## config.mk

```make
export PLATFORM = sky130hd
export DESIGN_NAME = dlx_ctrl_seq
export DESIGN_NICKNAME = d
export VERILOG_FILES = /design/src/rtl/dlx_pkg.sv /design/src/rtl/dlx_wait_timer.sv /design/src/rtl/dlx_ctrl_seq.sv
export SDC_FILE = /design/constraint.sdc
export NUM_CORES = 1
export LEC_CHECK = 0
export BUFFER_PORTS_ARGS = -buffer_cell sky130_fd_sc_hd__buf_4
export CORE_MARGIN = 2
export CORE_UTILIZATION = 40
export DETAILED_ROUTE_END_ITERATION = 6
export GPL_ROUTABILITY_DRIVEN = 0
export PLACE_DENSITY = 0.68
export SLEW_MARGIN = 15
export SYNTH_ARGS = -nofsm -noshare
export SYNTH_HDL_FRONTEND = slang
export SYNTH_SLANG_ARGS = --single-unit
export TNS_END_PERCENT = 30
```

## constraint.sdc

```tcl
create_clock -name clk -period 2.4 [get_ports clk]
set_input_delay 0.48 -clock clk [delete_from_list [all_inputs] [get_ports clk]]
set_output_delay 0.48 -clock clk [all_outputs]
set_load 0.05 [all_outputs]
```

## src/rtl/dlx_pkg.sv

```systemverilog
// -----------------------------------------------------------------------------
// dlx_pkg
// Shared definitions for the DLX control path.
//   dlx_state_t   : the seven sequencer states.
//   STG_*         : bit index of each stage enable inside a stage vector; the
//                   datapath uses the same indices to pick its enables.
//   stage_onehot  : maps a sequencer state to its one-hot stage vector
//                   (all zero for S_HALT and S_ERR).
// -----------------------------------------------------------------------------
package dlx_pkg;

    typedef enum logic [2:0] {
        S_IF   = 3'd0,
        S_ID   = 3'd1,
        S_EX   = 3'd2,
        S_MEM  = 3'd3,
        S_WB   = 3'd4,
        S_HALT = 3'd5,
        S_ERR  = 3'd6
    } dlx_state_t;

    localparam int NUM_STAGES = 5;
    localparam int STG_IF     = 0;
    localparam int STG_ID     = 1;
    localparam int STG_EX     = 2;
    localparam int STG_MEM    = 3;
    localparam int STG_WB     = 4;

    function automatic logic [NUM_STAGES-1:0] stage_onehot(input dlx_state_t s);
        logic [NUM_STAGES-1:0] v;
        v = '0;
        case (s)
            S_IF:    v[STG_IF]  = 1'b1;
            S_ID:    v[STG_ID]  = 1'b1;
            S_EX:    v[STG_EX]  = 1'b1;
            S_MEM:   v[STG_MEM] = 1'b1;
            S_WB:    v[STG_WB]  = 1'b1;
            default: v = '0;
        endcase
        return v;
    endfunction

endpackage

```

## src/rtl/dlx_wait_timer.sv

```systemverilog
// -----------------------------------------------------------------------------
// dlx_wait_timer
// Counts consecutive wait cycles of the sequencer and flags the last allowed
// one. The count sits at zero whenever clr is high; it advances once per cycle
// while run is high.
//   clk, reset : clock, asynchronous active-high reset
//   clr        : synchronous clear (wins over run)
//   run        : this cycle is a wait cycle (waiting state, valid still low)
//   expired    : this wait cycle is number TIMEOUT; without valid the
//                sequencer must give up
// -----------------------------------------------------------------------------
module dlx_wait_timer #(
    parameter int TMO_W   = 8,
    parameter int TIMEOUT = 200
) (
    input  logic clk,
    input  logic reset,
    input  logic clr,
    input  logic run,
    output logic expired
);

    // Count value seen during the TIMEOUT-th wait cycle.
    localparam logic [TMO_W-1:0] LAST = TMO_W'(TIMEOUT - 1);

    logic [TMO_W-1:0] cnt;

    always_ff @(posedge clk or posedge reset) begin
        if (reset) begin
            cnt <= '0;
        end else if (clr) begin
            cnt <= '0;
        end else if (run && !expired) begin
            cnt <= cnt + 1'b1;
        end
    end

    assign expired = run && (cnt == LAST);

endmodule

```

## src/rtl/dlx_ctrl_seq.sv

```systemverilog
// -----------------------------------------------------------------------------
// dlx_ctrl_seq
// Multi-cycle control sequencer of the DLX core. Steps each instruction
// through IF -> ID -> EX -> [MEM] -> [WB], skipping MEM/WB according to the
// decoder flags captured in ID, waits on the memory valids with a timeout,
// honours a halt request at retirement and counts retired instructions.
//
// Ports
//   clk, reset            : clock, asynchronous active-high reset
//   i_data_valid          : instruction ROM data valid (looked at only in S_IF)
//   d_data_valid          : data RAM access complete (looked at only in S_MEM)
//   is_mem, is_wb         : decoder class flags, captured in S_ID
//   halt_req              : stop after the current instruction retires
//   IF, ID, EX, MEM, WB   : one-hot stage enables, all 0 in S_HALT / S_ERR
//   retire                : pulse in the last cycle of an instruction
//   retire_cnt            : retired-instruction count, wraps modulo 2^CNT_W
//   halted, timeout_err   : high in S_HALT / S_ERR respectively
//   state_dbg             : current sequencer state, for observation only
//
// Handshake: the valids are level inputs with no ready back-channel. A waiting
// state completes in the first cycle its valid is seen high; a valid high in
// any other state has no effect.
// -----------------------------------------------------------------------------
module dlx_ctrl_seq
    import dlx_pkg::*;
#(
    parameter int CNT_W   = 32,
    parameter int TMO_W   = 8,
    parameter int TIMEOUT = 200
) (
    input  logic             clk,
    input  logic             reset,
    input  logic             i_data_valid,
    input  logic             d_data_valid,
    input  logic             is_mem,
    input  logic             is_wb,
    input  logic             halt_req,
    output logic             IF,
    output logic             ID,
    output logic             EX,
    output logic             MEM,
    output logic             WB,
    output logic             retire,
    output logic [CNT_W-1:0] retire_cnt,
    output logic             halted,
    output logic             timeout_err,
    output dlx_state_t       state_dbg
);

    dlx_state_t             state, state_nxt;
    logic                   mem_l, wb_l;
    logic                   wait_run, wait_clr, wait_expired;
    logic [NUM_STAGES-1:0]  stage;

    // A wait cycle is a cycle in a waiting state whose valid is still low.
    // Every other cycle holds the timer at zero, so it starts from zero on
    // every entry into S_IF or S_MEM.
    assign wait_run = ((state == S_IF)  && !i_data_valid) ||
                      ((state == S_MEM) && !d_data_valid);
    assign wait_clr = !wait_run;

    dlx_wait_timer #(
        .TMO_W   (TMO_W),
        .TIMEOUT (TIMEOUT)
    ) u_wait_timer (
        .clk     (clk),
        .reset   (reset),
        .clr     (wait_clr),
        .run     (wait_run),
        .expired (wait_expired)
    );

    // State register.
    always_ff @(posedge clk or posedge reset) begin
        if (reset) begin
            state <= S_IF;
        end else begin
            state <= state_nxt;
        end
    end

    // Instruction class flags, captured once per instruction in ID.
    always_ff @(posedge clk or posedge reset) begin
        if (reset) begin
            mem_l <= 1'b0;
            wb_l  <= 1'b0;
        end else if (state == S_ID) begin
            mem_l <= is_mem;
            wb_l  <= is_wb;
        end
    end

    // Retired-instruction counter; natural wrap of the adder.
    always_ff @(posedge clk or posedge reset) begin
        if (reset) begin
            retire_cnt <= '0;
        end else if (retire) begin
            retire_cnt <= retire_cnt + CNT_W'(1);
        end
    end

    // Next state and retire pulse. The retire decision depends on the flags
    // and, in S_MEM, on d_data_valid, so retire is combinational on inputs.
    always_comb begin
        state_nxt = state;
        retire    = 1'b0;
        case (state)
            S_IF: begin
                if (i_data_valid) begin
                    state_nxt = S_ID;
                end else if (wait_expired) begin
                    state_nxt = S_ERR;
                end
            end
            S_ID: begin
                state_nxt = S_EX;
            end
            S_EX: begin
                if (mem_l) begin
                    state_nxt = S_MEM;
                end else if (wb_l) begin
                    state_nxt = S_WB;
                end else begin
                    retire    = 1'b1;
                    state_nxt = halt_req ? S_HALT : S_IF;
                end
            end
            S_MEM: begin
                // Valid in the expiring cycle still completes the access.
                if (d_data_valid) begin
                    if (wb_l) begin
                        state_nxt = S_WB;
                    end else begin
                        retire    = 1'b1;
                        state_nxt = halt_req ? S_HALT : S_IF;
                    end
                end else if (wait_expired) begin
                    state_nxt = S_ERR;
                end
            end
            S_WB: begin
                retire    = 1'b1;
                state_nxt = halt_req ? S_HALT : S_IF;
            end
            S_HALT: begin
                if (!halt_req) begin
                    state_nxt = S_IF;
                end
            end
            S_ERR: begin
                state_nxt = S_ERR;
            end
            default: begin
                state_nxt = S_ERR;
            end
        endcase
    end

    // Moore stage enables and status flags.
    assign stage       = stage_onehot(state);
    assign IF          = stage[STG_IF];
    assign ID          = stage[STG_ID];
    assign EX          = stage[STG_EX];
    assign MEM         = stage[STG_MEM];
    assign WB          = stage[STG_WB];
    assign halted      = (state == S_HALT);
    assign timeout_err = (state == S_ERR);
    assign state_dbg   = state;

endmodule

```

# After elaboration in Yosys (flattened, before gate mapping)
# Index checks and enable logic that the tools add are counted.
# Widths: inputs -> output; s select.
[word_totals]
regBits = 45
word_cells = 44
[op_classes]
mux = 19
addsub = 2
n_reduce_logical = 9
eq_ne = 9
[op_table]
columns = ["op", "n"]
rows = [
  ["$add 32x1->32 const B", 1],
  ["$mux 3", 7],
  ["$pmux 3 s6", 1],
  ["$mux 8", 2],
  ["$eq 3x3->1 const B", 3],
  ["$add 8x1->8 const B", 1],
  ["$eq 8x8->1 const B", 1],
  ["$mux 1", 8],
  ["$eq 3x2->1 const B", 2],
  ["$logic_and 1x1->1", 4],
  ["$ne 2x2->1 const B", 2],
  ["$eq 3x1->1 const B", 1],
  ["$logic_not 1->1", 3],
  ["$logic_not 3->1", 1],
  ["$pmux 1 s3", 1],
  ["$logic_or 1x1->1", 1],
]

# Logic depth before layout (Yosys ltp)
[logic_depth]
word_depth = 8
mapped_depth = 9

# Hierarchy
# From an unflattened synthesis, not the netlist that was laid out.
[hier_totals]
hier_cells = 219
hier_area_um2 = 2317.2
[modules_own_cells]
columns = ["mod", "area_each_um2", "instances", "seq_area_each_um2", "cells_each"]
rows = [
  ["dlx_ctrl_seq", 1834.3, 1, 925.9, 172],
  ["dlx_wait_timer", 483.0, 1, 200.2, 47],
]

# Worst setup path before layout
# OpenSTA, ideal clock, no wires.
[synth_path]
kind = "flip-flop to flip-flop"
start = "register state[0], in the netlist state_dbg[0]"
end = "register mem_l"
setup_slack_ns = -0.314
required_ns = 2.275
setup_ns = 0.125
path_stages_with_launch = 4
period_less_slack_ns = 2.714
n_path_buf = 1
arrival_time_ns = 2.589
path_cell_list = "dfrtp_1 > buf_6 > nor3b_1 > mux2_2"
[synth_between]
elab_chain_len = 1
[synth_rtl]
columns = ["element", "line", "rtl"]
rows = [
  ["from (decl)", "dlx_ctrl_seq.sv:50", "dlx_state_t state, state_nxt;"],
  ["from (signal assigned)", "dlx_ctrl_seq.sv:78", "state <= state_nxt;"],
  ["$eq 3x1->1", "dlx_ctrl_seq.sv:87", "end else if (state == S_ID) begin"],
  ["to (signal assigned)", "dlx_ctrl_seq.sv:88", "mem_l <= is_mem;"],
  ["to (decl)", "dlx_ctrl_seq.sv:51", "logic mem_l, wb_l;"],
]
# No other way between the ends.
# A chain may end at the register's enable or synchronous reset.

# Worst setup path after layout
[layout_path]
start = "register state[1], in the netlist state_dbg[1]"
end = "output retire"
[layout_between]
elab_chain_len = 2
word_cells_on_any_way = 4
cone_classes = "3 x eq/ne; 1 x mux"
[layout_rtl]
columns = ["element", "line", "rtl"]
rows = [
  ["$eq 3x3->1 or $eq 3x2->1 (tied branches)", "dlx_ctrl_seq.sv:107", "case (state)"],
  ["$pmux 1 s3 *", "dlx_ctrl_seq.sv:107", ""],
  ["to (decl)", "dlx_ctrl_seq.sv:43", "output logic retire,"],
]
# Mark *: on every way between the ends. The rest lies on a longest branch, timed or not.

==> impl_metrics.ini <==
[layout]
design_area_um2 = 2760
n_fill_cell = 494
drive_gt1_share_pct = 29.0
areaGrowthSynthToFinish_pct = 28.1
antenna_cells = 0
fin_nets = 267

[global_route]
grtUsageTotal_pct = 15.1
grt_pass1_vias = 1530
grt_max_degree = 46
grt_overflow = 0
grt_pass1_wl_um = 7190
antenna_found_initial = 0

[sta]
timing.hold.ws_ns = 0.312
skew_ns = 0.00793
timing.slew.headroom_pct = 57.7
tightest_slew_ns = 0.632
fin_crit_ns = 2.31
fin_crit_sh_pct = 96.3
setup_tns_ns = 0
rsz0062_at_grt = no
setup_viol = 0
hold_viol = 0
drv_slew = 0
fmaxAchievable_ghz = 0.433
layout_setup_ws_ns = 0.0891

[placement]
dpl.hpwl_um = 3020
dpl-instance-area_um2 = 2620
port_buffers = 49
place_worst_setup_slack_ns = 0.287

[worst_setup_path]
worst_setup_path_start_kind = flop
crit_type = flop to primary output
cp_max_fo = 9
crit_arrival_ns = 1.83
cp.required_ns = 1.92
cp-end-kind = primary output

[logic_synthesis]
synth_cell_type_count = 34
synth.avg_cell_area_um2 = 10.9
netlist.top_cell.by_area = dfrtp_1
netlist_area_um2 = 2160
syn_nets = 207
synthCells = 198
synth_top_area_share_pct = 52.2
yosys_warnings = 0
yosys-top-cells-area = dfrtp_1, xnor2_1, xor2_1
seq_area_frac_synth_pct = 52.2
ys_seq_elements = 45
synthArstFlopShare_pct = 100
synth-edff-count = 0
yosysMostFrequentCell = dfrtp_1
synthFlopType = dfrtp_1
synthTopCellsByCount = dfrtp_1, xnor2_1, nand2_1

[detailed_routing]
drt_wl_total_um = 4170
vias = 1626
ant_nets = 0
met2WireLength_um = 1880
drc = 0
dr.first_iter.drc_count = 81
wl_per_cell_um = 12.7
top_layer = met4
met1_length_um = 2060
dr.pass1.iters = 4
wl_met3_um = 151
via_per_inst = 4.94

[flow_run]
cap_violations = 0

[power_and_ir_drop]
power_leakage_nw = 1.29
total_power_w = 0.00276
irDropWorstVdd_mv = 0.664
power_density_nw_per_um2 = 1000

[floorplanning]
design.die.area_um2 = 6000
start_util_pct = 42.0
core_area_um2 = 5140
die-width_um = 77.4
rows = 26
dieHeight_um = 77.4
ios = 50

[clocking]
numCtsBuffers = 5
clk_path_buf_depth = 2
cts_root_buf = clkbuf_8
h-tree-depth = 2
cts_tree = built
clock_latency_ns = 0.29
cts_sinks = 45
clk_pin_slew_ns = 0.08

[run_status]
status = finished, final reports clean

[worst_hold_path]
hp-class = input port to asynchronous set/reset pin
[metrics by stage]
step	utilization [%]	cells
6_report	53.8	329
5_1_grt	53.8	329
4_1_cts	53.3	326
3_5_place_dp	51.0	318
3_3_place_gp	51.0	318
2_1_floorplan	-	198
[layer usage]
layer / vias to the layer above / global-route usage (%)
met4: 0 / 6.43
met2: 29 / 22.9
met3: 5 / 3.60
li1: 811 / -
met1: 781 / 20.7
met5: - / 0
[timing repair]
item	4_1_cts	5_1_grt
endpoints found under the setup margin	1	1
hold endpoints to repair	0	0
hold buffers	0	0
gates resized for setup	1	1
setup buffers	0	3
pin swaps	0	0
[flip-flops by register name, summed over array words and instances (netlist names)]
| name | count |
|---|---|
| retire_cnt | 32 |
| u_wait_timer.cnt | 8 |
| state_dbg | 3 |
| mem_l | 1 |
| wb_l | 1 |
[cell usage in the layout (no fill, tap or decap), types with 3 or more instances in the layout]
| master | count |
|---|---|
| and3_1 | 5 |
| and4_1 | 4 |
| buf_4 | 59 |
| clkbuf_8 | 6 |
| dfrtp_1 | 44 |
| inv_1 | 3 |
| nand2_1 | 17 |
| nand3_1 | 14 |
| nand4_1 | 10 |
| nor2_1 | 13 |
| nor3_1 | 7 |
| nor3b_1 | 4 |
| nor4b_1 | 3 |
| o21ai_0 | 4 |
| o22ai_1 | 3 |
| xnor2_1 | 24 |
| xor2_1 | 13 |
[power breakdown]
part | switching (W) | internal (W) | total, W
Clock | 0.000245 | 0.000339 | 0.000584
Combinational | 0.000764 | 0.000422 | 0.00119
Sequential | 0.000131 | 0.000863 | 0.000993
[worst max-delay path: stages, from the launching register on]
cell and delay, ns:
dfrtp_2 0.43, or3b_1 0.39, o31a_1 0.36, inv_2 0.15, buf_4 0.21
[final timing paths]
check                           slack (ns)      startpoint        endpoint  depth (start not counted)
worst max-delay path                  0.09    state_dbg[1]          retire                          4
worst min-delay path                  0.31           reset            wb_l                          3
worst max register to register        0.32    state_dbg[1]  retire_cnt[31]                          5
worst min register to register        0.48  retire_cnt[31]  retire_cnt[31]                          1
max in group asynchronous             1.69           reset    state_dbg[1]                          3
min in group clk                      0.41           is_wb            wb_l                          2
[layout make-up]
| type | instances | area (um2) | area share [%] |
|---|---|---|---|
| flip-flops and latches | 45 | 1130 | 40.8 |
| multi-input cells | 142 | 971 | 35.1 |
| repair buffers | 59 | 443 | 16.0 |
| well taps | 70 | 87.6 | 3.17 |
| clock buffers | 7 | 86.3 | 3.12 |
| clock inverters | 1 | 30.0 | 1.09 |
| inverters | 5 | 18.8 | 0.679 |
[kinds of logic (layout without fill, tap and decap cells)]
family | after synthesis | after routing | share of synthesized area (%)
flops | 45 | 45 | 52.2
simple gates | 90 | 90 | 24.2
mux | 3 | 3 | 1.51
buf+inv | 11 | 72 | 3.02
compound gates | 10 | 10 | 2.90
fa+ha+maj | 2 | 2 | 1.16
xor+xnor | 37 | 37 | 15.0
Power figures use the tool's default switching activity.
